[src/rtl/dmem_dump_sequencer.sv]
// Post-run data-memory dump: walks a fixed BRAM address window one read at a time
// and presents each word, tagged with its address, to the display path for a dwell time.
module dmem_dump_sequencer #(
    parameter int ADDR_WIDTH   = 10,
    parameter int DATA_WIDTH   = 32,
    parameter int FIRST_ADDR   = 0,
    parameter int LAST_ADDR    = 9,
    parameter int READ_LATENCY = 2,
    parameter int DWELL_CYCLES = 100000
) (
    input  logic                  clk_in,
    input  logic                  rst_n_in,
    input  logic                  start_in,
    input  logic                  freeze_in,
    output logic                  rd_en_out,
    output logic [ADDR_WIDTH-1:0] rd_addr_out,
    input  logic [DATA_WIDTH-1:0] rd_data_in,
    output logic [31:0]           val_out,
    output logic                  val_valid_out,
    output logic                  busy_out,
    output logic                  wrap_out
);

    localparam int DW_W  = $clog2(DWELL_CYCLES + 1);
    localparam int LAT_W = $clog2(READ_LATENCY + 1);

    localparam logic [ADDR_WIDTH-1:0] ADDR_FIRST = ADDR_WIDTH'(FIRST_ADDR);
    localparam logic [ADDR_WIDTH-1:0] ADDR_LAST  = ADDR_WIDTH'(LAST_ADDR);
    localparam logic [DW_W-1:0]       DWELL_LAST = DW_W'(DWELL_CYCLES - 1);
    localparam logic [LAT_W-1:0]      LAT_LAST   = LAT_W'(READ_LATENCY - 1);

    typedef enum logic [1:0] {
        S_IDLE,
        S_ISSUE,
        S_WAIT,
        S_HOLD
    } state_t;

    state_t                state, state_next;
    logic                  start_latched;
    logic [ADDR_WIDTH-1:0] addr, addr_next;
    logic [LAT_W-1:0]      lat_cnt, lat_cnt_next;
    logic [DW_W-1:0]       dwell_cnt, dwell_cnt_next;
    logic                  capture;
    logic                  wrap_next;
    logic                  rd_en;
    logic [31:0]           val_q;
    logic                  val_valid_q;
    logic                  wrap_q;
    logic [15:0]           addr_tag;

    assign addr_tag = 16'(addr);

    // Only the low half of the BRAM word is shown; the remaining bits are deliberately dropped.
    generate
        if (DATA_WIDTH > 16) begin : g_drop_high
            logic unused_data_high;
            assign unused_data_high = ^rd_data_in[DATA_WIDTH-1:16];
        end
    endgenerate

    always_comb begin
        state_next     = state;
        addr_next      = addr;
        lat_cnt_next   = lat_cnt;
        dwell_cnt_next = dwell_cnt;
        capture        = 1'b0;
        wrap_next      = 1'b0;
        rd_en          = 1'b0;
        case (state)
            S_IDLE: begin
                lat_cnt_next   = '0;
                dwell_cnt_next = '0;
                if (start_latched) begin
                    state_next = S_ISSUE;
                end
            end
            S_ISSUE: begin
                rd_en        = 1'b1;
                lat_cnt_next = '0;
                state_next   = S_WAIT;
            end
            S_WAIT: begin
                if (lat_cnt == LAT_LAST) begin
                    capture        = 1'b1;
                    dwell_cnt_next = '0;
                    state_next     = S_HOLD;
                end else begin
                    lat_cnt_next = lat_cnt + LAT_W'(1);
                end
            end
            S_HOLD: begin
                // Freeze only stalls the dwell count; reads in flight are never held back.
                if (!freeze_in) begin
                    if (dwell_cnt == DWELL_LAST) begin
                        dwell_cnt_next = '0;
                        state_next     = S_ISSUE;
                        if (addr == ADDR_LAST) begin
                            addr_next = ADDR_FIRST;
                            wrap_next = 1'b1;
                        end else begin
                            addr_next = addr + ADDR_WIDTH'(1);
                        end
                    end else begin
                        dwell_cnt_next = dwell_cnt + DW_W'(1);
                    end
                end
            end
            default: begin
                state_next = S_IDLE;
            end
        endcase
    end

    always_ff @(posedge clk_in) begin
        if (!rst_n_in) begin
            state         <= S_IDLE;
            start_latched <= 1'b0;
            addr          <= ADDR_FIRST;
            lat_cnt       <= '0;
            dwell_cnt     <= '0;
            val_q         <= '0;
            val_valid_q   <= 1'b0;
            wrap_q        <= 1'b0;
        end else begin
            state     <= state_next;
            addr      <= addr_next;
            lat_cnt   <= lat_cnt_next;
            dwell_cnt <= dwell_cnt_next;
            wrap_q    <= wrap_next;
            if (start_in) begin
                start_latched <= 1'b1;
            end
            if (capture) begin
                val_q       <= {addr_tag, rd_data_in[15:0]};
                val_valid_q <= 1'b1;
            end
        end
    end

    assign rd_en_out     = rd_en;
    assign rd_addr_out   = addr;
    assign val_out       = val_q;
    assign val_valid_out = val_valid_q;
    assign busy_out      = (state != S_IDLE);
    assign wrap_out      = wrap_q;

endmodule

[config.mk]
export PLATFORM = sky130hd
export DESIGN_NAME = dmem_dump_sequencer
export DESIGN_NICKNAME = d
export VERILOG_FILES = /design/src/rtl/dmem_dump_sequencer.sv
export SDC_FILE = /design/constraint.sdc
export NUM_CORES = 1
export LEC_CHECK = 0
export ABC_AREA = 1
export CORE_UTILIZATION = 23
export DETAILED_ROUTE_END_ITERATION = 12
export SLEW_MARGIN = 15
export SYNTH_ARGS = -nofsm -noshare
export SYNTH_HDL_FRONTEND = slang
export SYNTH_SLANG_ARGS = --single-unit
[constraint.sdc]
create_clock -name clk_in -period 5.3 [get_ports clk_in]
set_clock_uncertainty 0.2 [all_clocks]
set_input_delay 1.325 -clock clk_in [delete_from_list [all_inputs] [get_ports clk_in]]
set_output_delay 1.325 -clock clk_in [all_outputs]
set_load 0.01 [all_outputs]
# Yosys cells after proc, flatten, opt, wreduce, memory -nomap -nowiden
# Index checks and enable logic that the tools add are counted.
[classes] add_sub_neg=3 mul=0 div_mod_pow=0 n_lt_le_gt_ge=0 n_eq_ne=11 n_shift=0 n_mux=16 n_bitwise=4 n_reduce_logical=10
[op_table] op="$mux W17" count=3
[op_table] op="$pmux W17 S3" count=1
[op_table] op="$add A17 B1 Y17 const B" count=1
[op_table] op="$eq A17 B17 Y1 const B" count=1
[op_table] op="$add A10 B1 Y10 const B" count=1
[op_table] op="$eq A10 B4 Y1 const B" count=1
[op_table] op="$mux W10" count=1
[op_table] op="$mux W2" count=5
[op_table] op="$ne A2 B2 Y1 const B" count=5
[op_table] op="$pmux W2 S4" count=1
[op_table] op="$reduce_and A3 Y1" count=2
[op_table] op="$eq A2 B1 Y1 const B" count=2
[op_table] op="$eq A2 B2 Y1 const B" count=2
[op_table] op="$mux W1" count=4
[op_table] op="$not A1 Y1" count=4
[op_table] op="$pmux W2 S2" count=1
[op_table] op="$reduce_and A4 Y1" count=1
[op_table] op="$reduce_bool A2 Y1" count=2
[op_table] op="$reduce_or A4 Y1" count=1
[op_table] op="$reduce_bool A3 Y1" count=1
[op_table] op="$add A2 B1 Y2 const B" count=1
[op_table] op="$logic_not A2 Y1" count=1
[op_table] op="$reduce_and A2 Y1" count=1
[op_table] op="$reduce_or A2 Y1" count=1
[totals] register_bits=60 latch_bits=0 ramBits=0 romBits=0 word_cells=52 mem_count=0

# Depth between registers and ports, before layout
[logic_depth] ltp_word=4 depth_mapped=11 mapped_depth_nobuf=11

# Worst setup path after synthesis
# No wires, ideal clock.
[synth_timing] kind="input-to-reg" startpoint="input port freeze_in" endpoint="register dwell_cnt[14]" setup_ns=0.114 t_arrival_ns=2.061 required_ns=4.986 path_slack_ns=2.925 stages=7 path_buffers=1 cell_sequence="nand2_1 nand3b_4 inv_1 nand2_2 nand2_4 buf_6 nor2_1"
[synth_via] elab_chain_cells=2
[synth_lines] item="start, declared" line_no="14" text="input logic freeze_in,"
[synth_lines] item="$ne A2 B2 Y1 (no line)"
[synth_lines] item="$reduce_and A3 Y1 (no line)"
[synth_lines] item="end signal, assigned" line_no="129" text="dwell_cnt <= dwell_cnt_next;"
[synth_lines] item="end, declared" line_no="43" text="logic [DW_W-1:0] dwell_cnt, dwell_cnt_next;"
# No other way between the ends.
# A chain may end at the register's enable or synchronous reset.

# Worst setup path after layout
[layout_timing] startpoint="register state[0]" endpoint="output port busy_out"
[layout_via] elab_chain_cells=1
[layout_lines] item="start, declared" line_no="39" text="state_t state, state_next;"
[layout_lines] item="start signal, assigned" line_no="126" text="state <= state_next;"
[layout_lines] item="$reduce_bool A2 Y1" line_no="145" text="assign busy_out = (state != S_IDLE);"
[layout_lines] item="end, declared" line_no="20" text="output logic busy_out,"
# No other way between the ends.

==> impl_metrics.env <==
export IMPL_cp_num_buf_inv=3
export IMPL_r2r_end="val_out[22]$_SDFFE_PN0P_"
export IMPL_leakagePower_nw=1.52
export IMPL_holdCritPathClass="flip-flop to flip-flop"
export IMPL_path_cells="inv_1 -> ha_1 -> inv_1 -> clkdlybuf4s50_1"
export IMPL_synth_fa_ha_area_frac=0.0425
export IMPL_synth_simple_gate_area_frac=0.327
export IMPL_firstDrtPassIters=6
export IMPL_dp_cells=635
export IMPL_cp_startpoint="state[0]$_SDFFE_PN0P_"
export IMPL_grt_start_max_net_pins=26
export IMPL_initial_core_util=0.240
export IMPL_async_flop_share=0
export IMPL_row_count=40
export IMPL_synth_warnings=0
export IMPL_fillers=1305
export IMPL_cts_made_buffers=9
export IMPL_drt_iter0_drc=215
export IMPL_r2r_cells=7
export IMPL_antennaDiodeCount=0
export IMPL_syn_to_final_growth_pct=34.8
export IMPL_routed_wl_um=7170
export IMPL_worst_slack_ns=2.13
export IMPL_gp_congestion=0.838
export IMPL_setup_viol=0
export IMPL_antenna_found_initial=0
export IMPL_dieHeight_um=115
export IMPL_gr_total_overflow=0
export IMPL_rrSetupSlack_ns=2.75
export IMPL_cts_tree="yes"
export IMPL_ir_drop_mv=0.165
export IMPL_power_density_nw_per_um2=336
export IMPL_dp_hpwl_um=5290
export IMPL_postCtsSetupRepairBufs=0
export IMPL_avgSynthCellArea_um2=7.04
export IMPL_die_w_um=115
export IMPL_clkLatencyLatePin_ns=0.32
export IMPL_syn_inst=418
export IMPL_synth_main_ff_cell="dfxtp_1"
export IMPL_drcViolationCount=0
export IMPL_final_cells=651
export IMPL_ys_ff_latch=60
export IMPL_hold_slack_ns=0.268
export IMPL_cts_root_buffer="clkbuf_16"
export IMPL_antenna_left=0
export IMPL_status="complete, no violations"
export IMPL_finalHoldViolCount=0
export IMPL_grt_usage=0.112
export IMPL_yosysTopAreaCell="dfxtp_1"
export IMPL_ys_types=28
export IMPL_fmax_mhz=316
export IMPL_cts_resized=0
export IMPL_synth_commonest_cells="nor2_1, nand2_1, dfxtp_1"
export IMPL_worstSetupPathType="flip-flop to output port"
export IMPL_r2r_start="state[0]$_SDFFE_PN0P_"
export IMPL_pre_cts_ws_ns=2.07
export IMPL_required_ns=3.77
export IMPL_crit_arrival_ns=1.64
export IMPL_fin_area_um2=3970
export IMPL_grt_pass1_vias=2595
export IMPL_synth_yosys_seq_area_share=0.408
export IMPL_drive_above_1_share=0.0642
export IMPL_cts_hold_fix_buffers=0
export IMPL_worst_pin_slew_ns=0.841
export IMPL_wl_per_cell_um=11.0
export IMPL_final_nets=524
export IMPL_synth_compound_area_frac=0.0906
export IMPL_final_util=0.323
export IMPL_yosysTopAreaCellShare=0.408
export IMPL_hold_end="start_latched$_SDFFE_PN0P_"
export IMPL_synth_most_common_cell="nor2_1"
export IMPL_synth_area_mux_share=0.00340
export IMPL_end_kind="output port"
export IMPL_finalMaxSlewViolations=0
export IMPL_numClockSinks=60
export IMPL_min_period_over_period=0.597
export IMPL_grt_first_pass_wirelength_um=11900
export IMPL_dpl_cell_area_um2=3660
export IMPL_critical_path_top_delay_family="buffers and inverters"
export IMPL_tns_ns=0
export IMPL_ioPinCount=82
export IMPL_min_path_cells=2
export IMPL_holdCritStartpoint="start_latched$_SDFFE_PN0P_"
export IMPL_slowest_delay_ns=0.53
export IMPL_drv_cap=0
export IMPL_rsz0062_at_grt="no"
export IMPL_routed_via_count=2731
export IMPL_clock_path_buffers=2
export IMPL_syn_cell_area_um2=2940
export IMPL_crit_slowest_cell="clkdlybuf4s50_1"
export IMPL_synthXorXnorAreaFrac=0.0268
export IMPL_io_buffers=59
export IMPL_htree_num_levels=3
export IMPL_power_mw=1.33
export IMPL_maxSlewHeadroom=0.438
export IMPL_critPathLaunchType="flip-flop"
export IMPL_core_area_um2=12300
export IMPL_cp_common_cell="inv_1"
export IMPL_viasPerCell=4.20
export IMPL_min_period_ns=3.17
export IMPL_crit_fanout=6
export IMPL_die_area_um2=13200
export IMPL_synth_edf_count=0
export IMPL_synth_top_family_by_area="simple AND/OR/NAND/NOR gates"
export IMPL_synth_area_leaders="dfxtp_1, nor2_1, nand2_1, inv_1, o21ai_0"
export IMPL_clk_pin_slew_ns=0.05
-- where the power goes --
part | switching, mW | internal (mW) | leakage [nW]
sequential | 0.0219 | 0.478 | 0.484
combinational | 0.149 | 0.109 | 0.891
clock | 0.201 | 0.375 | 0.144
-- per-layer routing --
| layer | vias to the layer above | GRT usage | part of all wire |
|---|---|---|---|
| li1 | 1428 | - | - |
| met1 | 1252 | 0.143 | 0.49 |
| met2 | 46 | 0.184 | 0.47 |
| met3 | 5 | 0.0327 | 0.032 |
| met4 | 0 | 0.0329 | 0.0098 |
| met5 | - | 0 | 0 |
-- how the worst max path moves through the flow --
stage,end,slack (ns),cells after the start
after floorplan,dwell_cnt[14]$_SDFFE_PN0P_,2.92,7
after global placement,lat_cnt[1]$_SDFFE_PN0P_,2.09,3
after detailed placement,lat_cnt[1]$_SDFFE_PN0P_,2.07,3
after CTS,busy_out,2.11,4
after global routing,busy_out,2.04,4
final,busy_out,2.13,4
-- cells in the final DEF (no fill, tap or decap), drive strengths merged --
cell and count:
nor2 107, nand2 70, dfxtp 60, clkdlybuf4s50 59, inv 46, o21ai 32
nand3 21, a21oi 19, nand4 13, ha 10, clkbuf 10, xor2 9
conb 6, nand3b 5, clkinv 5, nor3 4, clkinvlp 2, buf 2
or2 1, mux2i 1, bufinv 1
-- flip-flops by register name, indices dropped and copies added (netlist names) --
name	cells
lat_cnt	2
dwell_cnt	17
val_valid_out	1
rd_addr_out	10
start_latched	1
wrap_out	1
val_out	26
state	2
-- cell type report --
cell class / count / area, um2 / share of cell area
timing repair buffer: 61 / 606 / 0.153
multi-input combinational: 298 / 1470 / 0.370
clock inverter: 6 / 63.8 / 0.0161
tap: 168 / 210 / 0.0530
inverter: 48 / 180 / 0.0454
clock buffer: 10 / 239 / 0.0603
sequential: 60 / 1200 / 0.303
-- tightest hold or removal path, stage by stage, from the launching register on --
cell	delay, ns
dfxtp_1	0.33
nor2_1	0.05
nor2_1	0.06
-- logic make-up after synthesis --
| kind of cell | after synthesis |
|---|---|
| and+or+nand+nor | 221 |
| buffers and inverters | 65 |
| DFF | 60 |
| AOI/OAI and AO/OA | 51 |
| adders and majority gates | 10 |
| xor gates and xnor gates | 9 |
| other | 1 |
| muxes | 1 |
Power figures use the tool's default switching activity.
